## src/rtl/video_timing_gen.sv

```systemverilog
// video_timing_gen: raster timing (pixel_clk, async active-low rst -> hpos/vpos/hsync/vsync/de/fsync, frame_cnt when VTG_FRAME_COUNT_EN is defined)
module video_timing_gen #(
  parameter int HRES      = 1280,
  parameter int HFP       = 110,
  parameter int HSYNC     = 40,
  parameter int HBP       = 220,
  parameter int VRES      = 720,
  parameter int VFP       = 5,
  parameter int VSYNC     = 5,
  parameter int VBP       = 20,
  parameter bit HSYNC_POL = 1'b1,
  parameter bit VSYNC_POL = 1'b1
) (
  input  logic               pixel_clk,
  input  logic               rst,
  output logic signed [11:0] hpos,
  output logic signed [11:0] vpos,
  output logic               hsync,
  output logic               vsync,
  output logic               de,
`ifdef VTG_FRAME_COUNT_EN
  output logic        [15:0] frame_cnt,
`endif
  output logic               fsync
);
  localparam int H_TOTAL = HRES + HFP + HSYNC + HBP;
  localparam int V_TOTAL = VRES + VFP + VSYNC + VBP;
  if (H_TOTAL > 2047 || V_TOTAL > 2047) begin : g_total_chk
    $error("video_timing_gen: H_TOTAL/V_TOTAL exceed 2047");
  end
  localparam logic [10:0] H_LAST = 11'(H_TOTAL - 1);
  localparam logic [10:0] V_LAST = 11'(V_TOTAL - 1);
  localparam logic [10:0] H_ACT  = 11'(HRES);
  localparam logic [10:0] V_ACT  = 11'(VRES);
  localparam logic [10:0] HS_BEG = 11'(HRES + HFP);
  localparam logic [10:0] HS_END = 11'(HRES + HFP + HSYNC);
  localparam logic [10:0] VS_BEG = 11'(VRES + VFP);
  localparam logic [10:0] VS_END = 11'(VRES + VFP + VSYNC);
  logic [10:0] h_cnt, v_cnt, h_nxt, v_nxt;
  logic        h_wrap, hs_on, vs_on;
  always_comb begin
    h_wrap = h_cnt == H_LAST;
    h_nxt  = h_wrap ? 11'd0 : h_cnt + 11'd1;
    v_nxt  = !h_wrap ? v_cnt : v_cnt == V_LAST ? 11'd0 : v_cnt + 11'd1;
    hs_on  = h_nxt >= HS_BEG && h_nxt < HS_END;
    vs_on  = v_nxt >= VS_BEG && v_nxt < VS_END;
  end
  always_ff @(posedge pixel_clk or negedge rst) begin
    if (!rst) begin
      h_cnt <= H_LAST;
      v_cnt <= V_LAST;
      hsync <= !HSYNC_POL;
      vsync <= !VSYNC_POL;
      de    <= 1'b0;
      fsync <= 1'b0;
    end else begin
      h_cnt <= h_nxt;
      v_cnt <= v_nxt;
      hsync <= hs_on ? HSYNC_POL : !HSYNC_POL;
      vsync <= vs_on ? VSYNC_POL : !VSYNC_POL;
      de    <= h_nxt < H_ACT && v_nxt < V_ACT;
      fsync <= h_nxt == 11'd0 && v_nxt == V_ACT;
    end
  end
  assign hpos = {1'b0, h_cnt};
  assign vpos = {1'b0, v_cnt};
`ifdef VTG_FRAME_COUNT_EN
  always_ff @(posedge pixel_clk or negedge rst) begin
    if (!rst) frame_cnt <= 16'd0;
    else      frame_cnt <= frame_cnt + 16'(fsync);
  end
`endif
endmodule

```

## config.mk

```make
export PLATFORM = sky130hd
export DESIGN_NAME = video_timing_gen
export DESIGN_NICKNAME = d
export VERILOG_FILES = /design/src/rtl/video_timing_gen.sv
export SDC_FILE = /design/constraint.sdc
export NUM_CORES = 1
export LEC_CHECK = 0
export ABC_AREA = 1
export CORE_MARGIN = 4
export CORE_UTILIZATION = 40
export DETAILED_ROUTE_END_ITERATION = 8
export GPL_TIMING_DRIVEN = 1
export PLACE_DENSITY = 0.61
export SYNTH_ARGS = -nofsm -noshare
export SYNTH_HDL_FRONTEND = slang
export SYNTH_SLANG_ARGS = --single-unit
```

## constraint.sdc

```tcl
create_clock -name pixel_clk -period 2.5 [get_ports pixel_clk]
set_input_delay 0.5 -clock pixel_clk [delete_from_list [all_inputs] [get_ports pixel_clk]]
set_output_delay 0.5 -clock pixel_clk [all_outputs]
set_load 0.01 [all_outputs]
```

* After elaboration in Yosys (flattened, before gate mapping)
Cells that the tools add are included.
** Word-level totals
- Output and inout bits :: 28
- Bits in registers :: 26
- Input bits :: 2
- Logic and storage cells :: 27
** Operators by class
- Equality and inequality tests :: 3
- $add $sub $neg :: 2
- Order comparisons :: 6
- Mux-type cells :: 5
- Reduce and logical (&&, ||, !) cells :: 5
** Operators with widths (count)
- two-way mux 11 bit :: 3
- adder 11 x 1 -> 11 bit, second input constant :: 2
- == test 11 x 10 -> 1 bit, second input constant :: 2
- less-than comparator 11 x 10 -> 1 bit, second input constant :: 2
- less-than comparator 11 bit, second input constant :: 2
- == test 11 bit, second input constant :: 1
- >= comparator 11 x 10 -> 1 bit, second input constant :: 1
- >= comparator 11 bit, second input constant :: 1
- zero test 11 bit :: 1
- logical AND 1 bit :: 4
- two-way mux 1 bit :: 2

* Longest topological paths before layout
Gate-level depths: netlist of the first run.
- Depth in word-level cells :: 6
- Depth in mapped cells :: 13
- Depth with buffers taken out :: 13

* Least setup slack after synthesis of the first run
Ideal clock, no wire load.
- Path type :: reg-to-reg
- From :: register h_cnt[0]
- To :: register de
- Buffers on the path :: 1
- Stages on the path, launching flop included :: 11
- Setup slack :: 0.716 ns
- Clock period less this slack :: 1.784 ns
- Required time :: 2.386 ns
- Arrival time :: 1.670 ns
- Setup time :: 0.114 ns
- Cell sequence :: dfstp_2 > ha_1 > nor3b_2 > nand3_4 > buf_6 > nand2_1 > nand3_1 > nor2_1 > nand2_1 > nand2_1 > nor2_1
** Between the ends
- Word-level cells in the longest chain between the ends :: 4
- Elaborated cells between the ends (all ways) :: 7
- Classes of those cells :: 1 x add/sub; 2 x order compare; 1 x eq/ne; 2 x mux; 1 x reduce/logical
** Ends and longest elaborated chain
- from (decl) :: line 39 : logic [10:0] h_cnt, v_cnt, h_nxt, v_nxt;
- from (signal assigned) :: line 57 : h_cnt <= h_nxt;
- adder 11 x 1 -> 11 bit / == test 11 bit (equally long branches) :: line 43, 42
- two-way mux 11 bit (on tied branches) :: line 43, 44
- less-than comparator 11 bit / less-than comparator 11 x 10 -> 1 bit (equally long branches) :: line 61 : de <= h_nxt < H_ACT && v_nxt < V_ACT;
- logical AND 1 bit * :: line 61
- to (signal assigned) :: line 61
- to (decl) :: line 20 : output logic de,
Every way passes the cells marked *; elsewhere a longest branch is shown, timed or not.

* Worst setup path in the final report of the first run
Same ends and word-level chain as after synthesis.

==> results.cfg, run 1 <==
[detailed_routing]
vias = 1734
wl_met3_um = 221
firstDrtPassIters = 4
wl_mm = 4.61
met2WireLength_mm = 1.96
post_drt_wl_per_cell_um = 12.8
drt_iter0_drc = 142
drcViolationCount = 0
vias_per_cell = 4.80
ant_nets = 0
highest_layer = met4
wl_met1_mm = 2.34

[layout]
final_common_cell = nand2_1
layout-drive-gt1-share_pct = 13.9
diodes = 0
most-common-layout-cells = nand2_1 (85), inv_1 (47), nor2_1 (35), clkdlybuf4s50_1 (27), nand3_1 (25)
fill_cells = 447
num-nets-final = 316
area_growth_pct = 19.7

[floorplanning]
fp-row-count = 24
die_w_um = 76.6
die_y_um = 76.6
start_util_pct = 42.3
ios = 30
core_mm2 = 0.00444
die_area_mm2 = 0.00587

[power]
vdd.ir_drop.worst_uv = 255
powerDensity_mw_per_mm2 = 317
p_sw_share_pct = 20.8
p_leak_nw = 1.08
switchingPower_mw = 0.148
share_seq_of_total_power_pct = 59.1
p_int_mw = 0.565
power_frac_clock_pct = 39.2
combPwrFrac_pct = 1.7

[logic_synthesis]
synthXorXnorAreaFrac_pct = 0.931
synth_compound_area_share_pct = 6.72
ys_warn_count = 0
yosysSeqAreaShare_pct = 35.4
syn-cell-area_mm2 = 0.00188
synth_top_family_by_area = simple AND/OR/NAND/NOR gates
synth-simple-area-share_pct = 42.6
synth.area.mux_share_pct = 0
ys_seq_elements = 26
yosys.area_share.adder_pct = 2.66
syn_avg_cell_area_um2 = 6.72
ys_types = 33
synthCells = 280

[critical_path]
crit_chain = ha_1, nor3b_2, nand3_4, nand2_1, inv_1, nor2_1, nand2_1, nor2_1, nand2_1, nand2_1, nor2_1
slowest_delay_ns = 0.60
worst_setup_path_start_kind = flip-flop
crit_slowest_cell = dfstp_2
worst_ep_arrival_time_ns = 2.30
cp.required_ns = 2.67
r2r_slack_ns = 0.37
crit_path_end_kind = flip-flop
crit_top_cell = nand2_1
cp_max_fo = 16
crit_type = flip-flop to flip-flop

[status]
outcome = finished, final reports clean

[timing]
clock_skew_ns = 0.00192
whs_ns = 0.549
setup_tns_ns = 0
rsz0062_at_grt = no
drv_slew = 0
finalCritPeriodShare_pct = 85.2
final.min_clock_period_ns = 2.13
setup_viol = 0
finalHoldViolCount = 0
max_freq_ghz = 0.469

[clock_network]
cts_tree = built
root_buffer = clkbuf_8
numCtsBuffers = 3
cts.sinks = 26
htreeDepth = 1
hold_buffers = 0
cts.reportedPaths.clkPinSlew_ns = 0.10
clockBufferDepth = 2
insertion_delay_ns = 0.27
cts.repair.resized = 0
postCtsSetupBuffers = 0

[global_route]
grt.overflow.total = 0
antenna_found_initial = 0
grt_pass1_vias = 1654
grt_start_max_net_pins = 27
grt_pass1_wl_mm = 8.07
grt_use_total_pct = 16.6

[placement]
port_buffers = 27
hpwl_mm = 3.60
gp_congestion = 0.919

[min_path]
hp-class = flip-flop to flip-flop

[run]
max-cap-violations = 0
## sequential cells by signal, summed over array words and instances (netlist names)
register / cells
de: 1
fsync: 1
h_cnt: 11
hsync: 1
v_cnt: 11
vsync: 1
## cells in the mapped netlist
cell type  instances  share of area [%]
nand3_4            1               0.93
buf_6              1               0.60
dfrtp_1           13                 17
nor2_1            35                7.0
nor3b_2            1               0.66
nand4_1            5                1.7
inv_2              1               0.20
and2_2             1               0.40
nor2_4             2                1.2
o31ai_1            1               0.40
clkinv_2           1               0.27
o21ai_4            1               0.86
buf_2              1               0.27
and2_1             1               0.33
conb_1             1               0.20
nor3_1             3               0.80
o21ai_0            5                1.3
o21ai_1            1               0.27
o21bai_1           2               0.80
inv_1             47                9.4
nand3_1           25                6.6
nand3_2            3                1.6
a21boi_2           1               0.60
xor2_1             2               0.93
buf_4              2               0.80
o21bai_2           1               0.60
nand2_1           85                 17
nand3b_1           1               0.40
dfstp_2           13                 18
nand2_2            3                1.0
a21oi_1            7                1.9
ha_1               4                2.7
nor2_2             9                3.0
## area by class of cell
class                           instances  area (um2)  area share [%]
Clock buffer                            4        55.1            2.44
Timing Repair Buffer                   28         278            12.3
Sequential cell                        26         667            29.6
Tap cell                               52        65.1            2.89
Multi-Input combinational cell        202        1000            44.5
Inverter                               49         185            8.22
## metal layers
metal | GRT usage, % | up-vias
met5 | 0 | -
met4 | 4.35 | 0
met3 | 2.36 | 8
met2 | 24.4 | 45
met1 | 25.2 | 758
li1 | - | 923
## stage by stage
stage	utilization, %	std cells	setup WS, ns	area (um2)	power, mW
detailed placement	49.4	357	0.387	2200	0.442
global placement	49.4	357	0.408	2200	0.442
floorplan	-	281	0.716	1890	0.432
global route	50.7	361	0.140	2250	0.741
CTS	50.7	361	0.356	2250	0.724
finish	50.7	361	0.369	2250	0.713
## power groups by stage
stage / clock network [mW] / registers, mW / logic (mW)
floorplan: 0 / 0.429 / 0.00362
global placement: 0 / 0.429 / 0.0129
detailed placement: 0 / 0.429 / 0.0131
CTS: 0.290 / 0.422 / 0.0130
global route: 0.306 / 0.422 / 0.0142
finish: 0.279 / 0.421 / 0.0122
## path summary, 6_finish.rpt
path | start | endpoint | cells after the start
setup / recovery | h_cnt[0] | de | 11
hold / removal | h_cnt[0] | h_cnt[0] | 1
setup reg to reg | h_cnt[0] | de | 11
hold reg to reg | h_cnt[0] | h_cnt[0] | 1
max in group asynchronous | rst | v_cnt[6] | 2
min in group asynchronous | rst | h_cnt[7] | 2
## logic make-up (layout without fill, tap and decap cells)
family | Yosys count | count (layout)
xor+xnor | 2 | 2
buf+inv | 53 | 81
other cells | 1 | 2
fa+ha+maj | 4 | 4
flops | 26 | 26
compound gates | 19 | 19
simple gates | 175 | 175
## worst max-delay path: cells and delay by family (launching register included)
kind	cells	cell delay, ns
flops	1	0.60
fa+ha+maj	1	0.20
buf+inv	1	0.05
simple gates	9	1.18
No activity file was read; power rests on OpenSTA's default activity.
==> inputs of run 2 (changes only) <==
Settings changed: HOLD_SLACK_MARGIN set to 0.05.
==> results of run 2 <==
No change in the layout: final DEF, timing and power equal those of run 1.
==> inputs of run 3 (changes only) <==
Settings changed: HOLD_SLACK_MARGIN 0.05 to 0.08, TNS_END_PERCENT set to 20.
Clock period 2.5 ns to 2.2 ns, I/O delays scaled along.
==> run 3 against run 2 <==
Die area unchanged. Critical path depth unchanged. Clock skew grew 0.00089 ns. Sequential share of layout area fell by 0.66 points. Non-clock buffer count rose by 4. Sequential cell count did not move. Critical path type unchanged. Combinational power grew 14%. Critical endpoint unchanged. Power increased by 15%. Highest routed layer unchanged. Final cell count grew 1.1%. Via count is 2.5% higher. First-iteration DRC count grew 5.6%.
==> results.cfg, run 3 (synthesis gave the netlist of run 1 again) <==
[placement]
port_buffers = 27
dpl.cell_count = 357
postPlaceCellArea_mm2 = 0.00220
gp_congestion = 0.920
hpwl_mm = 3.63

[critical_path]
worst_ep_arrival_time_ns = 2.23
r2r_slack_ns = 0.18
crit_type = flip-flop to flip-flop
r2r_start = v_cnt[0]
crit_path_end_kind = flip-flop
r2r_cells = 11
worst_setup_path_start_kind = flip-flop
cp.required_ns = 2.41
reg2reg_to = de
cp_max_fo = 6
crit_path_start = v_cnt[0]

[floorplanning]
core_mm2 = 0.00444
die_y_um = 76.6
ios = 30
die_w_um = 76.6
fp-row-count = 24
start_util_pct = 42.3
die_area_mm2 = 0.00587

[power]
share_seq_of_total_power_pct = 58.5
vdd.ir_drop.worst_uv = 292
power_frac_clock_pct = 39.8
p_int_mw = 0.642
switchingPower_mw = 0.177
p_sw_share_pct = 21.6
combPwrFrac_pct = 1.7
p_leak_nw = 1.10
powerDensity_mw_per_mm2 = 355

[layout]
design_area_mm2 = 0.00230
reg.largest.list = h_cnt x11, v_cnt x11
fin_cells = 365
diodes = 0
final_common_cell = nand2_1
most-common-layout-cells = nand2_1 (85), inv_1 (47), nor2_1 (35), clkdlybuf4s50_1 (27), nand3_1 (25)
layout-drive-gt1-share_pct = 15.3
num-nets-final = 320
area_growth_pct = 22.4

[timing]
finalHoldViolCount = 0
finalCritPeriodShare_pct = 91.8
clock_skew_ns = 0.00281
setup_viol = 0
rsz0062_at_grt = yes
final.min_clock_period_ns = 2.02
max_freq_ghz = 0.495
drv_slew = 0

[clock_network]
cts.sinks = 26
numCtsBuffers = 3
htreeDepth = 1
cts_tree = built
insertion_delay_ns = 0.27
clockBufferDepth = 2
hold_buffers = 0
cts.reportedPaths.clkPinSlew_ns = 0.10
root_buffer = clkbuf_8

[detailed_routing]
vias = 1778
vias_per_cell = 4.87
drcViolationCount = 0
firstDrtPassIters = 4
drt_iter0_drc = 150
ant_nets = 0
wl_mm = 4.67
post_drt_wl_per_cell_um = 12.8

[global_route]
grt_start_max_net_pins = 27
grt_use_total_pct = 16.5
grt_pass1_wl_mm = 8.05
grt.overflow.total = 0
antenna_found_initial = 0
grt_pass1_vias = 1606

[min_path]
hp-class = input port to async pin

[status]
outcome = finished, final reports clean

[run]
max-cap-violations = 0
## run 3: cell types whose count changed in the layout (fill, tap and decap cells not counted)
cell | previous run | this run
nor2_2 | 9 | 7
a21oi_2 | 0 | 1
buf_4 | 1 | 5
nor2_4 | 2 | 4
nand3_2 | 3 | 2
nand3_4 | 1 | 2
a21oi_1 | 7 | 6
## run 3: critical path, stage by stage, from the launching register on
cell     delay [ns]
dfstp_2        0.59
ha_1           0.16
inv_1          0.05
nor2_2         0.14
nand2_1        0.07
nor3_1         0.41
nand2_1        0.13
nand3_1        0.11
nor2_1         0.04
nand2_1        0.12
nand2_1        0.06
nor2_1         0.08
## run 3: final cells by class
type	instances	area, um2
Clock buffer	4	55.1
Fill cell	445	2140
Inverter	49	185
Multi-Input combinational cell	202	1020
Sequential cell	26	667
Tap cell	52	65.1
Timing Repair Buffer	32	308
## run 3: per-layer routing
layer	wire length [um]	GRT usage, %
met1	2460	25.6
met2	2020	24.8
met3	155	2.25
met4	22	2.17
met5	0	0
## run 3: power by group through the flow
stage                     Clock, mW  Sequential, mW  Combinational [mW]
after floorplan                   0           0.487             0.00412
after global placement            0           0.487              0.0147
after detailed placement          0           0.487              0.0148
after CTS                     0.333           0.479              0.0149
final                         0.326           0.479              0.0139
after global routing          0.351           0.479              0.0159
## run 3: repair_timing
action | 4_1_cts | 5_1_grt
resized for setup | 0 | 4
setup buffers | 0 | 4
setup endpoints to repair | 0 | 4
## run 3: worst max-delay path by stage
stage / to
floorplan: de
detailed placement: vsync
CTS: vsync
global route: vsync
global placement: vsync
finish: de
## run 3: stage by stage
| step | hold slack, ns | power (mW) | TNS (ns) | utilization, % | worst slack (ns) |
|---|---|---|---|---|---|
| final | 0.540 | 0.819 | 0 | 51.8 | 0.180 |
| after global routing | 0.565 | 0.846 | -0.0535 | 51.8 | -0.0353 |
| after CTS | 0.555 | 0.827 | 0 | 50.7 | 0.0543 |
| after detailed placement | 0.529 | 0.502 | 0 | 49.4 | 0.0761 |
| after global placement | 0.525 | 0.502 | 0 | 49.4 | 0.107 |
| after floorplan | 0.144 | 0.491 | 0 | - | 0.416 |
